### config.mk
export PLATFORM = sky130hd
export DESIGN_NAME = tdm_demux_1_to_4_flat
export DESIGN_NICKNAME = d
export VERILOG_FILES = /design/src/rtl/tdm_demux_if.sv /design/src/rtl/tdm_demux_1_to_4.sv /design/src/flat_wrapper.sv
export SDC_FILE = /design/constraint.sdc
export NUM_CORES = 1
export LEC_CHECK = 0
export ABC_AREA = 1
export CAP_MARGIN = 20
export CORE_MARGIN = 2
export CORE_UTILIZATION = 35
export CTS_BUF_LIST = sky130_fd_sc_hd__clkbuf_4 sky130_fd_sc_hd__clkbuf_8 sky130_fd_sc_hd__clkbuf_16
export DETAILED_ROUTE_END_ITERATION = 8
export GPL_ROUTABILITY_DRIVEN = 0
export GPL_TIMING_DRIVEN = 0
export PLACE_DENSITY = 0.7
export SLEW_MARGIN = 20
export SYNTH_ARGS = -nofsm -noshare
export SYNTH_HDL_FRONTEND = slang
export SYNTH_SLANG_ARGS = --single-unit
### constraint.sdc
create_clock -name clk -period 2.4 [get_ports clk]
set_input_delay 0.36 -clock clk [delete_from_list [all_inputs] [get_ports clk]]
set_output_delay 0.36 -clock clk [all_outputs]
set_load 0.01 [all_outputs]
### src/rtl/tdm_demux_if.sv
// Link-side bundle for the 1:4 TDM demultiplexer: one tagged word stream in,
// four held channel words, the last complete frame and status pulses out.
interface tdm_demux_if #(
    parameter int WIDTH = 8
);
    logic [WIDTH-1:0]   din;
    logic               din_valid;
    logic               frame_sync;
    logic [4*WIDTH-1:0] Y;
    logic [3:0]         y_valid;
    logic [4*WIDTH-1:0] F;
    logic               frame_done;
    logic               sync_err;
    logic [1:0]         S;
    logic               locked;

    modport master (
        output din, din_valid, frame_sync,
        input  Y, y_valid, F, frame_done, sync_err, S, locked
    );

    modport slave (
        input  din, din_valid, frame_sync,
        output Y, y_valid, F, frame_done, sync_err, S, locked
    );
endinterface

### src/rtl/tdm_demux_1_to_4.sv
// Receive-side 1:4 TDM demultiplexer: routes word k of each sync-marked frame to
// channel k, holds channel words, and publishes each complete frame atomically.
module tdm_demux_1_to_4 #(
    parameter int WIDTH = 8
) (
    input  logic         clk,
    input  logic         reset,
    tdm_demux_if.slave   bus
);
    typedef enum logic {
        HUNT   = 1'b0,
        LOCKED = 1'b1
    } state_t;

    state_t             state_reg;
    logic [WIDTH-1:0]   y_reg [4];
    logic [4*WIDTH-1:0] f_reg;
    logic [3:0]         y_valid_reg;
    logic               frame_done_reg;
    logic               sync_err_reg;
    logic [1:0]         s_reg;
    logic               locked_reg;

    always_ff @(posedge clk) begin
        if (reset) begin
            state_reg      <= HUNT;
            for (int i = 0; i < 4; i++) y_reg[i] <= '0;
            f_reg          <= '0;
            y_valid_reg    <= 4'b0000;
            frame_done_reg <= 1'b0;
            sync_err_reg   <= 1'b0;
            s_reg          <= 2'd0;
            locked_reg     <= 1'b0;
        end else begin
            // Status outputs are single-cycle pulses; idle cycles leave everything else held.
            y_valid_reg    <= 4'b0000;
            frame_done_reg <= 1'b0;
            sync_err_reg   <= 1'b0;
            if (bus.din_valid) begin
                case (state_reg)
                    HUNT: begin
                        if (bus.frame_sync) begin
                            y_reg[0]    <= bus.din;
                            y_valid_reg <= 4'b0001;
                            s_reg       <= 2'd1;
                            state_reg   <= LOCKED;
                            locked_reg  <= 1'b1;
                        end
                    end
                    LOCKED: begin
                        if (bus.frame_sync && s_reg != 2'd0) begin
                            // Early sync: abandon the partial frame and realign on this word.
                            sync_err_reg <= 1'b1;
                            y_reg[0]     <= bus.din;
                            y_valid_reg  <= 4'b0001;
                            s_reg        <= 2'd1;
                        end else if (!bus.frame_sync && s_reg == 2'd0) begin
                            sync_err_reg <= 1'b1;
                            state_reg    <= HUNT;
                            locked_reg   <= 1'b0;
                        end else begin
                            y_reg[s_reg] <= bus.din;
                            y_valid_reg  <= 4'b0001 << s_reg;
                            s_reg        <= s_reg + 2'd1;
                            // Slots 0..2 in y_reg were all written in this frame,
                            // otherwise S could not have reached 3 without a realign.
                            if (s_reg == 2'd3) begin
                                f_reg          <= {bus.din, y_reg[2], y_reg[1], y_reg[0]};
                                frame_done_reg <= 1'b1;
                            end
                        end
                    end
                    default: begin
                        state_reg  <= HUNT;
                        locked_reg <= 1'b0;
                        s_reg      <= 2'd0;
                    end
                endcase
            end
        end
    end

    generate
        for (genvar gi = 0; gi < 4; gi++) begin : g_pack
            assign bus.Y[gi*WIDTH +: WIDTH] = y_reg[gi];
        end
    endgenerate

    assign bus.F          = f_reg;
    assign bus.y_valid    = y_valid_reg;
    assign bus.frame_done = frame_done_reg;
    assign bus.sync_err   = sync_err_reg;
    assign bus.S          = s_reg;
    assign bus.locked     = locked_reg;
endmodule

### src/flat_wrapper.sv
// flat-port wrapper written by rule: the top's interface ports become plain ports
module tdm_demux_1_to_4_flat 
#(
    parameter int WIDTH = 8
)
  (clk, reset, bus_din, bus_din_valid, bus_frame_sync, bus_Y, bus_y_valid, bus_F, bus_frame_done, bus_sync_err, bus_S, bus_locked);
  tdm_demux_if #(.WIDTH(WIDTH)) bus_i ();
  input  logic clk;
  input  logic reset;
  input wire logic [$bits(bus_i.din)-1:0] bus_din;
  input wire logic [$bits(bus_i.din_valid)-1:0] bus_din_valid;
  input wire logic [$bits(bus_i.frame_sync)-1:0] bus_frame_sync;
  output wire logic [$bits(bus_i.Y)-1:0] bus_Y;
  output wire logic [$bits(bus_i.y_valid)-1:0] bus_y_valid;
  output wire logic [$bits(bus_i.F)-1:0] bus_F;
  output wire logic [$bits(bus_i.frame_done)-1:0] bus_frame_done;
  output wire logic [$bits(bus_i.sync_err)-1:0] bus_sync_err;
  output wire logic [$bits(bus_i.S)-1:0] bus_S;
  output wire logic [$bits(bus_i.locked)-1:0] bus_locked;
  assign bus_i.din = bus_din;
  assign bus_i.din_valid = bus_din_valid;
  assign bus_i.frame_sync = bus_frame_sync;
  assign bus_Y = bus_i.Y;
  assign bus_y_valid = bus_i.y_valid;
  assign bus_F = bus_i.F;
  assign bus_frame_done = bus_i.frame_done;
  assign bus_sync_err = bus_i.sync_err;
  assign bus_S = bus_i.S;
  assign bus_locked = bus_i.locked;
  tdm_demux_1_to_4 #(.WIDTH(WIDTH)) u_core (.clk(clk), .reset(reset), .bus(bus_i));
endmodule
## Yosys cells after proc, flatten, opt, wreduce, memory -nomap -nowiden

Memories as Yosys holds them, arrays and structs flattened.
Index checks and enable logic that the tools add are counted.

| storage, ports and cells | value |
|---|---|
| register bits | 42 |
| memory bits (writable) | 32 |
| bits of input ports | 12 |
| output and inout bits | 73 |
| memories kept | 1 |

| cells by class | value |
|---|---|
| add/subtract/negate cells | 1 |
| equality and inequality tests | 5 |
| shifts and indexed selects | 1 |
| mux-type cells | 40 |
| bitwise operators | 6 |
| reduce and logical (&&, ||, !) cells | 12 |

Memories:

| name | depth | bits a word | rd ports | clocked after memory_dff | wr ports | line | text |
|---|---|---|---|---|---|---|---|
| u_core.y_reg | 4 | 8 | 4 | 0 | 4 | tdm_demux_1_to_4.sv:16 | `logic [WIDTH-1:0] y_reg [4];` |

Operator list:

| kind | count |
|---|---|
| $mux 1 | 27 |
| $mux 8 | 3 |
| $mux 2 | 4 |
| $mux 4 | 2 |
| $pmux 4 s2 | 1 |
| $reduce_or 8->1 | 1 |
| $ne 2x2->1 const B | 3 |
| $reduce_and 5->1 | 1 |
| $reduce_or 5->1 | 1 |
| $not 1->1 | 4 |
| $pmux 1 s2 | 2 |
| $pmux 2 s2 | 1 |
| $reduce_and 4->1 | 1 |
| $shl 1x2->4 const A | 1 |
| $ne 3x3->1 const B | 1 |
| $reduce_and 3->1 | 1 |
| $reduce_or 3->1 | 1 |
| $add 2x1->2 const B | 1 |
| $eq 2x2->1 const B | 1 |
| $logic_and 1x1->1 | 2 |
| $logic_not 2->1 | 1 |
| $or 1x1->1 | 2 |
| $reduce_bool 2->1 | 1 |
| $reduce_or 2->1 | 1 |
| $logic_not 1->1 | 1 |

## Longest topological paths before layout

| depth | value |
|---|---|
| word-level depth | 10 |
| mapped depth | 10 |
| depth with buffers taken out | 10 |

## Worst setup path before layout

No wires, ideal clock.

| timing | value |
|---|---|
| path type | register to register |
| start | register u_core.s_reg[1] (netlist: u_core.bus.S[1]) |
| end | memory u_core.y_reg[1][0], enable pin |
| arrival time | 2.243 ns |
| data required time | 2.016 ns |
| slack | -0.227 ns |
| cell stages (with the launch flop) | 6 |
| cell sequence | dfxtp_1 clkinv_1 ha_1 ha_1 nand3_1 o21ai_0 |

RTL lines:

| item | line | text |
|---|---|---|
| start: declaration | tdm_demux_1_to_4.sv:21 | `logic [1:0] s_reg;` |
| start signal: assignment | tdm_demux_1_to_4.sv:64 | `s_reg <= s_reg + 2'd1;` |
| end: declaration | tdm_demux_1_to_4.sv:16 |  |

==> impl.org <==
** Final layout
- Cells fill a little over half of the core in the end.
- The number of antenna diodes in the final layout is 0.
- Number of nets in the finished design :: a little over 400
- Synthesis-to-finish area growth :: 43.5%
- Fraction of layout cells with a size suffix above 1 :: 9.90%
- Post-route design area :: roughly 4100 um2

** Synth
- Netlist area before placement :: between 2000 and 3000 um2
- In this run, synthesis produced a sequential element count of between 70 and 80.
- Of all cell types, the one taking the most synthesized area is sky130_fd_sc_hd__edfxtp_1.
- Count of mapped cells out of synthesis :: 295
- Synthesis Warnings :: 0
- Yosys attributes the largest share of cell area to sky130_fd_sc_hd__edfxtp_1, sky130_fd_sc_hd__dfxtp_1, sky130_fd_sc_hd__nor2_1.
- Synthesized area per cell :: ~9.6 um2
- Synthesis instantiated 24 different standard cells from the library.
- Portion of synthesized cell area occupied by the leading cell type :: about a third
- Post-Syn Nets :: approximately 310
- Portion of the post-synthesis area used by sequential elements :: between 60% and 70%

** Setup path
- STA puts the critical path data required time at between 2 and 2.5 ns.
- The endpoint identified for the worst register-to-register timing path is u_core.y_reg[3][2]$_DFFE_PP_.
- The worst register-to-register path has a depth of 7.
- Arrival time worst endpoint :: 2.29 ns
- The most critical setup path has its startpoint at u_core.bus.S[0]$_SDFFE_PP0P_.
- On the worst path, the slowest cell contributes a delay of 0.46 ns.
- Source of the worst register-to-register timing path :: u_core.bus.S[0]$_SDFFE_PP0P_
- The worst setup path is captured at a flip-flop.
- Max FO, Critical Path :: 8
- Internal reg-to-reg setup slack :: ~0.13 ns
- The worst setup path is of the flip-flop to flip-flop kind.
- Type of element launching the critical path :: flip-flop
- Critical path cell sequence :: inv_1 > ha_1 > ha_1 > inv_1 > nor2_4 > a21oi_1 > a21oi_4
- Cell at the slowest stage of the critical path :: sky130_fd_sc_hd__dfxtp_1

** Place
- After legalization and detailed placement, the total HPWL measured roughly 5000 um.
- Minimum setup slack after placement :: -0.320 ns
- The count of buffers added on input and output ports is between 80 and 90.
- Area post-placement :: about 3800 um2

** STA
- The clock arrives with 0.00858 ns of skew.
- Minimum hold slack :: 0.284 ns
- Period utilisation layout :: between 90% and 100%
- Maximum clock rate :: about 0.44 GHz
- Final-report setup violation count :: 0
- For the pin with the worst max-slew slack, the measured transition is 0.519 ns.
- The final hold violation count is 0.
- The worst path needs ~2.3 ns of the cycle, external delays included.
- Number of max-slew violations in the final report :: 0
- Measured against its own limit, the worst slew margin works out to between 60% and 70%.
- Post-layout worst setup margin :: about 0.13 ns

** Clocking
- The cell sitting at the root of the clock tree is a sky130_fd_sc_hd__clkbuf_8.
- TritonCTS created 9 clock buffers.
- Total of hold buffers inserted after clock tree synthesis :: 0
- Counting every sink on the clock net gives 73.
- Buffer count from post-CTS setup fixing :: 0
- Max Root-Sink Buffers :: 2
- TritonCTS built the clock tree.
- Total number of H-tree levels :: 3
- Clk Latency, worst-skew pair :: approximately 0.35 ns
- Resize count post-CTS :: 3
- After clock tree synthesis, the clock-pin slew on the worst setup and hold paths is 0.08 ns.

** Detailed routing
- Drt first pass iters :: 4
- After detailed routing, the number of vias per cell comes to roughly 4.6.
- After detailed routing, the total wire length is around 6800 um.
- Remaining antenna violation count after routing :: 0
- Final routed wire length divided by cell count :: 13.6 um
- In the routed design, unresolved DRC markers number 0.
- In this run, the number of DRC markers left after iteration 0 of detailed routing was 51.
- Detailed routing inserted a total of around 2300 vias.

** Floorplan
- Placeable Area :: between 7000 and 8000 um2
- The floorplan step set the die height to about 94 um.
- Total number of placement rows :: 32
- Floorplan die area :: 8830 um2
- The floorplan step set the die width to roughly 94 um.
- Initial core utilization :: 36.5%
- IO Pins :: between 80 and 90

** Global route
- Grt met3 use :: between 4 and 5%
- The number of antenna violations at the first check in global routing was 0.
- Global-route congestion overflow total :: 0
- Overall fraction of global-route tracks in use :: 16.2%
- Entering global routing, the biggest net connects 13 pins.
- Global routing used between 10% and 20% of the available met1 tracks.
- Global routing usage on met2 :: 26.2%
- Number of global-route vias before repair :: 2133
- Wire length of the first global-routing pass :: approximately 11000 um
- Layer with the highest usage :: met2

** Min path
- The worst hold path terminates at u_core.bus.S[0]$_SDFFE_PP0P_.
- Worst hold path type :: input port to flip-flop
- Cells on Worst Hold Path :: 2
- The worst hold path begins at reset.

** Pwr
- VDD sags by at most between 0.3 and 0.4 mV.
- Power density of the placed cells :: around 670 nW/um2
- For this design the static power due to leakage is between 0.0015 and 0.002 uW.

** Status
- Result of the run :: completed

** Run
- Max-cap violations in this run came to 0.
[report_power, final]
part | switching, uW | internal, uW
logic | 122 | 96.0
clock network | 448 | 697
registers | 18.8 | 1330
total | 589 | 2130
[logic make-up after synthesis]
group,Yosys count,share of synthesized area (%)
fa+ha+maj,6,2.65
simple gates,133,20.5
flops,73,62.9
buf+inv,44,6.98
compound gates,39,6.89
[worst max-delay path by stage]
stage,endpoint,depth (start not counted)
6_report,u_core.y_reg[3][2]$_DFFE_PP_,7
5_1_grt,u_core.y_reg[3][2]$_DFFE_PP_,7
4_1_cts,u_core.y_reg[0][7]$_SDFFCE_PN0P_,6
3_5_place_dp,u_core.y_reg[3][5]$_DFFE_PP_,7
3_3_place_gp,u_core.y_reg[3][5]$_DFFE_PP_,7
2_1_floorplan,u_core.y_reg[3][0]$_DFFE_PP_,7
[synth_stat cells]
cell	count
sky130_fd_sc_hd__nor2_2	1
sky130_fd_sc_hd__buf_6	3
sky130_fd_sc_hd__nor3_1	2
sky130_fd_sc_hd__nand2_1	13
sky130_fd_sc_hd__nand3_1	6
sky130_fd_sc_hd__edfxtp_1	32
sky130_fd_sc_hd__clkbuf_2	3
sky130_fd_sc_hd__clkinv_1	1
sky130_fd_sc_hd__ha_1	6
sky130_fd_sc_hd__o21ai_0	33
sky130_fd_sc_hd__nor2_4	1
sky130_fd_sc_hd__clkinv_2	1
sky130_fd_sc_hd__nand2_2	3
sky130_fd_sc_hd__dfxtp_1	41
sky130_fd_sc_hd__inv_1	29
sky130_fd_sc_hd__nand3_4	2
sky130_fd_sc_hd__nor2_1	96
sky130_fd_sc_hd__clkbuf_1	4
sky130_fd_sc_hd__a21oi_1	6
sky130_fd_sc_hd__buf_2	1
sky130_fd_sc_hd__buf_4	1
sky130_fd_sc_hd__inv_2	1
sky130_fd_sc_hd__nand2_4	1
sky130_fd_sc_hd__nand4_1	8
[critical path, delay by kind of cell, from the launching register on]
| family | cells | cell delay (ns) |
|---|---|---|
| compound gates | 2 | 0.44 |
| fa+ha+maj | 2 | 0.65 |
| buf+inv | 2 | 0.25 |
| flops | 1 | 0.46 |
| simple gates | 1 | 0.15 |
[layer usage]
layer	vias up	share of wire, %
li1	1142	-
met1	1045	43
met2	70	48
met3	12	6.6
met4	0	2.2
met5	-	0
[layout make-up]
cell class                      count  area, um2
Clock buffer                       10        131
Buffer                             12       76.3
Timing Repair Buffer               83        831
Fill cell                         721       3700
Multi-Input combinational cell    178        885
Inverter                           32        124
Tap cell                          102        128
Clock inverter                      6        106
Sequential cell                    73       1780
[cells in the final DEF (no fill, tap or decap), types with 6 or more instances in the layout]
master | Yosys | final
sky130_fd_sc_hd__nand2_1 | 13 | 11
sky130_fd_sc_hd__o21ai_0 | 33 | 32
sky130_fd_sc_hd__clkbuf_8 | 0 | 9
sky130_fd_sc_hd__dfxtp_1 | 41 | 40
sky130_fd_sc_hd__clkdlybuf4s50_1 | 0 | 83
sky130_fd_sc_hd__edfxtp_1 | 32 | 32
sky130_fd_sc_hd__inv_1 | 29 | 29
sky130_fd_sc_hd__nand4_1 | 8 | 8
sky130_fd_sc_hd__ha_1 | 6 | 6
sky130_fd_sc_hd__nor2_1 | 96 | 96
[through the flow]
stage	total power, uW	TNS [ns]	instances
detailed placement	1590	-10.39	480
CTS	2730	0	496
finish	2710	0	496
floorplan	1470	0	295
global route	2820	-0.0140	496
global placement	1590	-8.66	480
Note: power is estimated with default switching activity, not from simulation.
